**config.mk**
```make
export PLATFORM = sky130hd
export DESIGN_NAME = fp_mul_pipe
export DESIGN_NICKNAME = d
export VERILOG_FILES = /design/src/rtl/fp_mul_pipe.sv
export SDC_FILE = /design/constraint.sdc
export NUM_CORES = 2
export LEC_CHECK = 0
export BUFFER_PORTS_ARGS = -buffer_cell sky130_fd_sc_hd__buf_2
export CAP_MARGIN = 5
export CORE_ASPECT_RATIO = 1.1
export CORE_MARGIN = 1
export CORE_UTILIZATION = 60
export DETAILED_ROUTE_END_ITERATION = 16
export PLACE_DENSITY = 0.84
export SYNTH_ARGS = -nofsm -noshare
export SYNTH_HDL_FRONTEND = slang
export SYNTH_SLANG_ARGS = --single-unit
```
**constraint.sdc**
```tcl
create_clock -name clk -period 11.2 [get_ports clk]
set_input_delay 0.56 -clock clk [delete_from_list [all_inputs] [get_ports clk]]
set_output_delay 0.56 -clock clk [all_outputs]
set_load 0.03 [all_outputs]
```
**src/rtl/fp_mul_pipe.sv**
```systemverilog
// 3-stage pipelined IEEE-754 multiplier (decode / multiply / normalise-pack), valid-ready stream.
// Define FPMUL_RNE_EN for round-to-nearest-even; by default the fraction is truncated.
module fp_mul_pipe #(
  parameter  int unsigned EXP_W = 8,
  parameter  int unsigned MAN_W = 23,
  localparam int unsigned W     = 1 + EXP_W + MAN_W
) (
  input  logic         clk,
  input  logic         rst_n,
  input  logic         in_valid,
  output logic         in_ready,
  input  logic [W-1:0] a,
  input  logic [W-1:0] b,
  output logic         out_valid,
  input  logic         out_ready,
  output logic [W-1:0] s,
  output logic         overflow,
  output logic         underflow,
  output logic         invalid
);

  localparam int unsigned PW = 2 * MAN_W + 2;
  localparam int unsigned EW = EXP_W + 2;
  localparam logic [EW-1:0] BIAS_E = EW'((1 << (EXP_W - 1)) - 1);
  localparam logic [EW-1:0] EMAX_E = EW'((1 << EXP_W) - 1);

  // Single global enable: the whole pipe moves or holds together.
  logic w_adv;
  assign w_adv    = !(out_valid && !out_ready);
  assign in_ready = w_adv;

  // ---------------- S1: decode ----------------
  logic [EXP_W-1:0] w_ea, w_eb;
  logic [MAN_W-1:0] w_fa, w_fb;
  logic             w_a_zero, w_b_zero, w_a_inf, w_b_inf, w_a_nan, w_b_nan;

  assign w_ea     = a[W-2 -: EXP_W];
  assign w_eb     = b[W-2 -: EXP_W];
  assign w_fa     = a[MAN_W-1:0];
  assign w_fb     = b[MAN_W-1:0];
  assign w_a_zero = (w_ea == '0);
  assign w_b_zero = (w_eb == '0);
  assign w_a_inf  = (&w_ea) && (w_fa == '0);
  assign w_b_inf  = (&w_eb) && (w_fb == '0);
  assign w_a_nan  = (&w_ea) && (w_fa != '0);
  assign w_b_nan  = (&w_eb) && (w_fb != '0);

  logic             r1_valid, r1_sign, r1_inv, r1_inf, r1_zero;
  logic [EXP_W-1:0] r1_ea, r1_eb;
  logic [MAN_W:0]   r1_ma, r1_mb;

  always_ff @(posedge clk or negedge rst_n) begin
    if (!rst_n) begin
      r1_valid <= 1'b0;
      r1_sign  <= 1'b0;
      r1_inv   <= 1'b0;
      r1_inf   <= 1'b0;
      r1_zero  <= 1'b0;
      r1_ea    <= '0;
      r1_eb    <= '0;
      r1_ma    <= '0;
      r1_mb    <= '0;
    end else if (w_adv) begin
      r1_valid <= in_valid;
      r1_sign  <= a[W-1] ^ b[W-1];
      r1_inv   <= w_a_nan || w_b_nan || (w_a_zero && w_b_inf) || (w_a_inf && w_b_zero);
      r1_inf   <= w_a_inf || w_b_inf;
      r1_zero  <= w_a_zero || w_b_zero;
      r1_ea    <= w_ea;
      r1_eb    <= w_eb;
      r1_ma    <= {1'b1, w_fa};
      r1_mb    <= {1'b1, w_fb};
    end
  end

  // ---------------- S2: multiply ----------------
  logic [PW-1:0] w_prod;
  logic [EW-1:0] w_esum;

  assign w_prod = {{(MAN_W + 1){1'b0}}, r1_ma} * {{(MAN_W + 1){1'b0}}, r1_mb};
  // Two's-complement in EW bits; no wrap possible for ea, eb < 2^EXP_W.
  assign w_esum = {2'b00, r1_ea} + {2'b00, r1_eb} - BIAS_E;

  logic          r2_valid, r2_sign, r2_inv, r2_inf, r2_zero;
  logic [PW-1:0] r2_prod;
  logic [EW-1:0] r2_exp;

  always_ff @(posedge clk or negedge rst_n) begin
    if (!rst_n) begin
      r2_valid <= 1'b0;
      r2_sign  <= 1'b0;
      r2_inv   <= 1'b0;
      r2_inf   <= 1'b0;
      r2_zero  <= 1'b0;
      r2_prod  <= '0;
      r2_exp   <= '0;
    end else if (w_adv) begin
      r2_valid <= r1_valid;
      r2_sign  <= r1_sign;
      r2_inv   <= r1_inv;
      r2_inf   <= r1_inf;
      r2_zero  <= r1_zero;
      r2_prod  <= w_prod;
      r2_exp   <= w_esum;
    end
  end

  // ---------------- S3: normalise / round / pack ----------------
  logic          w_msb;
  logic [PW-1:0] w_norm;
  logic [MAN_W-1:0] w_frac_t, w_frac;
  logic [EW-1:0] w_exp_n, w_exp_f;
  logic          w_unused_bits;

  // After normalising, the hidden one always sits at bit PW-1.
  assign w_msb    = r2_prod[PW-1];
  assign w_norm   = w_msb ? r2_prod : {r2_prod[PW-2:0], 1'b0};
  assign w_frac_t = w_norm[PW-2 -: MAN_W];
  assign w_exp_n  = r2_exp + {{(EW - 1){1'b0}}, w_msb};

`ifdef FPMUL_RNE_EN
  logic           w_g, w_st, w_inc;
  logic [MAN_W:0] w_frac_r;

  assign w_g      = w_norm[MAN_W];
  assign w_st     = |w_norm[MAN_W-1:0];
  assign w_inc    = w_g && (w_st || w_frac_t[0]);
  assign w_frac_r = {1'b0, w_frac_t} + {{MAN_W{1'b0}}, w_inc};
  // A carry out leaves the low bits zero, so only the exponent needs bumping.
  assign w_frac   = w_frac_r[MAN_W-1:0];
  assign w_exp_f  = w_exp_n + {{(EW - 1){1'b0}}, w_frac_r[MAN_W]};
  assign w_unused_bits = w_norm[PW-1];
`else
  assign w_frac   = w_frac_t;
  assign w_exp_f  = w_exp_n;
  assign w_unused_bits = ^{w_norm[PW-1], w_norm[MAN_W:0]};
`endif

  logic [W-1:0] w_res;
  logic         w_ovf, w_unf, w_inv;

  always_comb begin
    w_res = '0;
    w_ovf = 1'b0;
    w_unf = 1'b0;
    w_inv = 1'b0;
    if (r2_inv) begin
      w_res = {1'b0, {EXP_W{1'b1}}, 1'b1, {(MAN_W - 1){1'b0}}};
      w_inv = 1'b1;
    end else if (r2_inf) begin
      w_res = {r2_sign, {EXP_W{1'b1}}, {MAN_W{1'b0}}};
    end else if (r2_zero) begin
      w_res = {r2_sign, {(EXP_W + MAN_W){1'b0}}};
    end else if (!w_exp_f[EW-1] && (w_exp_f >= EMAX_E)) begin
      w_res = {r2_sign, {EXP_W{1'b1}}, {MAN_W{1'b0}}};
      w_ovf = 1'b1;
    end else if (w_exp_f[EW-1] || (w_exp_f == '0)) begin
      w_res = {r2_sign, {(EXP_W + MAN_W){1'b0}}};
      w_unf = 1'b1;
    end else begin
      w_res = {r2_sign, w_exp_f[EXP_W-1:0], w_frac};
    end
  end

  logic         r_out_valid, r_ovf, r_unf, r_inv;
  logic [W-1:0] r_s;

  always_ff @(posedge clk or negedge rst_n) begin
    if (!rst_n) begin
      r_out_valid <= 1'b0;
      r_s         <= '0;
      r_ovf       <= 1'b0;
      r_unf       <= 1'b0;
      r_inv       <= 1'b0;
    end else if (w_adv) begin
      r_out_valid <= r2_valid;
      if (r2_valid) begin
        r_s   <= w_res;
        r_ovf <= w_ovf;
        r_unf <= w_unf;
        r_inv <= w_inv;
      end
    end
  end

  assign out_valid = r_out_valid;
  assign s         = r_s;
  assign overflow  = r_ovf;
  assign underflow = r_unf;
  assign invalid   = r_inv;

endmodule

```
* Word level (Yosys, flattened, before mapping) *
Index checks and enable logic that the tools add are counted.
Widths: inputs -> output; s select.

storage, ports and cells
  bits in registers = 168
  bits in latches = 0
  RAM bits = 0
  bits in read-only memories = 0
  word-level logic and storage cells = 71
  memories = 0

cells by class
  add/subtract/negate cells = 3
  multiply operators = 1
  div/mod/pow operators = 0
  magnitude comparators = 1
  eq/ne operators = 0
  shift-type cells = 0
  multiplexer cells = 16
  bitwise gates (word level) = 2
  reduce and logical (&&, ||, !) cells = 27

operators by type and width
  operator              number
  $mux 31               4
  $mul 24x24->48        1
  $mux 47               1
  $logic_not 23->1      2
  $reduce_bool 23->1    2
  $mux 32               1
  $logic_not 8->1       2
  $reduce_and 8->1      2
  $add 10x1->10         1
  $ge 10x8->1 const B   1
  $logic_not 10->1      1
  $mux 1                10
  $sub 9x7->10 const B  1
  $add 8x8->9           1
  $logic_and 1x1->1     8
  $logic_or 1x1->1      6
  $logic_not 1->1       3
  $reduce_and 2->1      1
  $not 1->1             1
  $xor 1x1->1           1

* Logic depth before layout (Yosys ltp) *
  depth after elaboration = 8
  gate-level depth with buffers = 28

* Worst setup path after synthesis *
No wires, ideal clock.

  path type = reg-to-reg
  start point = register r1_mb[3]
  end point = register r2_prod[45]
  library setup time = 0.128 ns
  data arrival time = 6.962 ns
  data required time = 11.072 ns
  slack = 4.111 ns
  cell stages (with the launch flop) = 29
  buffers on the path = 2
  clock period less this slack = 7.089 ns
  path through = dfrtp_1 > clkbuf_1 > clkbuf_1 > nand2_1 > fa_1 > inv_1 > fa_1 > inv_1 > fa_1 > inv_1 > fa_1 > inv_1 > fa_1 > inv_1 > fa_1 > inv_1 > fa_1 > inv_1 > ha_1 > a21oi_1 > o21ai_0 > a22oi_4 > o211ai_2 > a31oi_4 > o41ai_4 > a221o_2 > a21bo_4 > a2111oi_4 > nor3_2

between the ends
  cells in the longest elaborated chain, start to end = 1

ends and longest elaborated chain
  what                      RTL line  text
  start: declaration        50        logic [MAN_W:0] r1_ma, r1_mb;
  start signal: assignment  72        r1_mb <= {1'b1, w_fb};
  $mul 24x24->48            80        assign w_prod = {{(MAN_W + 1){1'b0}}, r1_ma} * {{(MAN_W + 1){1'b0}}, r1_mb};
  end signal: assignment    103       r2_prod <= w_prod;
  end: declaration          85        logic [PW-1:0] r2_prod;

Every way passes these cells.
A chain may end at the register's enable or synchronous reset.

* Worst setup path in the final report *
  start point = register r1_mb[4]
  end point = register r2_prod[45]

The elaborated chain is that of the path after synthesis.

==> flow_summary_export.csv <==
group,metric,value,unit
status,status,"completed",
die,row_count,77,
cts,root_buffer,"clkbuf_16",
worst_setup_path,critPathKind,"register to register",
worst_setup_path,reg2reg_to,"r2_prod[45]",
sta,hold_violations,0,
die,die-width,195.9,µm
sta,fmax,124.0,MHz
cells_and_area,final_nets,3532,
place,hpwl,48.54,mm
worst_setup_path,critPathLaunchType,"register",
place,post-place-ws,3.302,ns
sta,period_needed,8.067,ns
sta,setup_tns,0,ns
cts,clock_path_buffers,2,
place,place.gp.congestion,0.9791,
logic_synthesis,avgSynthCellArea,8.901,µm²
cts,cts.sinks,144,
worst_setup_path,critPathLaunch,"r1_mb[4]",
route,vias,19232,
cells_and_area,area_growth,5.871,%
worst_setup_path,endpoint,"r2_prod[45]",
logic_synthesis,ys_seq_elements,144,
route,via_per_inst,5.789,
run,maxCapViolCount,0,
logic_synthesis,yosysMostFrequentCell,"nand2_1",
die,start_util,61.30,%
hold_path,hp-class,"input port to asynchronous set/reset pin",
worst_setup_path,required,11.51,ns
die,ioPinCount,105,
worst_setup_path,worstPathMaxFanout,25,
logic_synthesis,synth_top_area_cell,"fa_1",
global_routing,track_usage,32.40,%
route,finalWirelength,64.09,mm
logic_synthesis,syn_nets,3524,
die,core,40460,µm²
worst_setup_path,r2r-start,"r1_mb[4]",
worst_setup_path,worst_setup_path_end_kind,"register",
die,dieHeight,215.3,µm
logic_synthesis,syn_inst,2787,
logic_synthesis,synthDistinctLibCells,58,
cells_and_area,final_layout_size_suffix_gt1_share,6.553,%
cts,cts_tree,"done",
sta,rsz0062_at_grt,"false",
worst_setup_path,arrival,8.38,ns
worst_setup_path,r2r_setup_slack,3.13,ns
global_routing,grt_pass1_vias,21501,
cts,htreeDepth,4,
place,portBuffers,104,
global_routing,grt_pass1_wl,106.5,mm
cts,ctsHoldBuffers,0,
route,post-route-drc-count,0,
cts,post_cts_buffers,0,
cts,cts_resized,0,
worst_setup_path,reg2regPathDepth,26,
logic_synthesis,synth_top_cell_area_share,38.90,%
logic_synthesis,yosys_warnings,0,
global_routing,overflow,0,
cts,cts_buffers,17,
route,drtIter0Drc,1298,
route,drtPass1Iterations,6,
sta,slew_headroom,17.63,%
logic_synthesis,syn-cell-area,24810,µm²
logic_synthesis,synthTopCellsByCount,"nand2_1 (581), inv_1 (552), fa_1 (482)",
sta,drv_slew,0,
die,die_area,42160,µm²
sta,worst_slew_pin_slew,1.236,ns
logic_synthesis,ys_top_cells_by_area,"fa_1 (39%), dfrtp_1 (15%), ha_1 (9.4%), nand2_1 (8.8%), inv_1 (8.4%)",
global_routing,grt_max_degree,88,
sta,worst_slack,3.133,ns
cts,clock_latency,0.43,ns
logic_synthesis,ys.flop_type,"dfrtp_1",
logic_synthesis,synth_edf_count,0,
sta,setup_viol,0,
cts,clk_pin_slew,0.07,ns
sta,skew,0.007468,ns
route,post_drt_wl_per_cell,19.29,µm
global_routing,antenna_found_initial,0,
logic_synthesis,seq_area_frac_synth,14.53,%
sta,fin_crit_sh,72.03,%
logic_synthesis,async_flop_share,100.0,%
route,antenna_left,0,
state kept, by name, indices dropped and copies added (netlist names), 8 cells and up:
name / cells
s: 32
r2_prod: 25
r1_ma: 24
r1_mb: 23
r2_exp: 10
r1_ea: 8
r1_eb: 8
layer usage:
metal  global-route usage (%)  up-vias  wire [µm]
met1                    36.79     9632      22420
met2                    57.31      974      32830
met3                    5.869      312       4846
met5                        0        -          0
li1                         -     8314          -
met4                    18.31        0       3991
per-stage QoR:
stage                     cells  cell area, µm²  hold WS [ns]  util (%)
after detailed placement   3289           25670        0.4599     63.44
after CTS                  3321           26260        0.1942     64.90
after global placement     3289           25670        0.4518     63.44
after floorplan            2787           24810        0.2644         -
final                      3322           26260        0.1718     64.90
after global routing       3321           26260        0.2483     64.90
critical path, cell delays in order (launching register included):
cell       delay (ns)
dfrtp_1          1.10
nand2_1          0.18
fa_1             0.56
inv_1            0.05
fa_1             0.50
inv_1            0.06
fa_1             0.53
inv_1            0.06
fa_1             0.51
inv_1            0.06
fa_1             0.54
inv_1            0.06
fa_1             0.48
inv_1            0.05
fa_1             0.48
inv_1            0.04
ha_1             0.32
a21oi_1          0.18
o21ai_0          0.20
a22oi_4          0.17
o211ai_2         0.20
a31oi_4          0.35
o41ai_4          0.17
a221o_2          0.42
a21bo_4          0.25
a2111oi_4        0.35
nor3_2           0.07
cell type report:
class	count	area, µm²
Sequential cell	144	3603
Clock buffer	18	439.2
Timing Repair Buffer	136	767.0
Tap cell	513	641.9
Fill cell	3228	14200
Multi-Input combinational cell	1943	18580
Clock inverter	14	151.4
Antenna cell	1	2.502
Inverter	553	2078
cells in the final DEF (no fill, tap or decap), types with 2 or more instances in the layout:
cell	count
nand2_1	581
inv_1	552
fa_1	482
and2_1	279
ha_1	187
dfrtp_1	144
buf_2	103
a21oi_1	81
o21ai_0	65
nor2_1	57
buf_4	32
xnor2_1	29
mux2i_1	23
a21o_1	22
nand4_1	19
clkbuf_16	17
nor4_1	15
xor2_1	14
nor3_1	8
o21bai_1	8
nand3_1	6
nor2b_1	6
o211ai_1	6
and3_1	5
o21a_1	5
inv_6	5
nand2b_1	4
clkinvlp_4	4
a311oi_1	3
a31oi_1	3
a221oi_1	3
o31ai_1	2
a211oi_1	2
o41ai_1	2
inv_8	2
logic make-up after synthesis:
| kind of cell | after synthesis | share of synthesized area (%) |
|---|---|---|
| AO/OA/AOI/OAI | 218 | 5.538 |
| multiplexers | 24 | 0.9735 |
| buffers and inverters | 700 | 10.61 |
| adder cells (fa/ha/maj) | 669 | 48.33 |
| AND/OR/NAND/NOR | 989 | 18.51 |
| XOR/XNOR | 43 | 1.518 |
| flip-flops | 144 | 14.53 |
worst min path at each step:
stage / startpoint / endpoint / slack (ns) / depth (start not counted)
after floorplan: rst_n / invalid / 0.26 / 0
after global placement: r1_valid / r1_valid / 0.45 / 2
after detailed placement: overflow / overflow / 0.46 / 2
after CTS: rst_n / r2_prod[45] / 0.19 / 1
after global routing: rst_n / r2_prod[45] / 0.25 / 1
final: rst_n / r2_prod[45] / 0.17 / 1
Power is left out: the tool's default activity adds up to more than one toggle a clock period on the data nets, which glitch-free logic cannot reach.
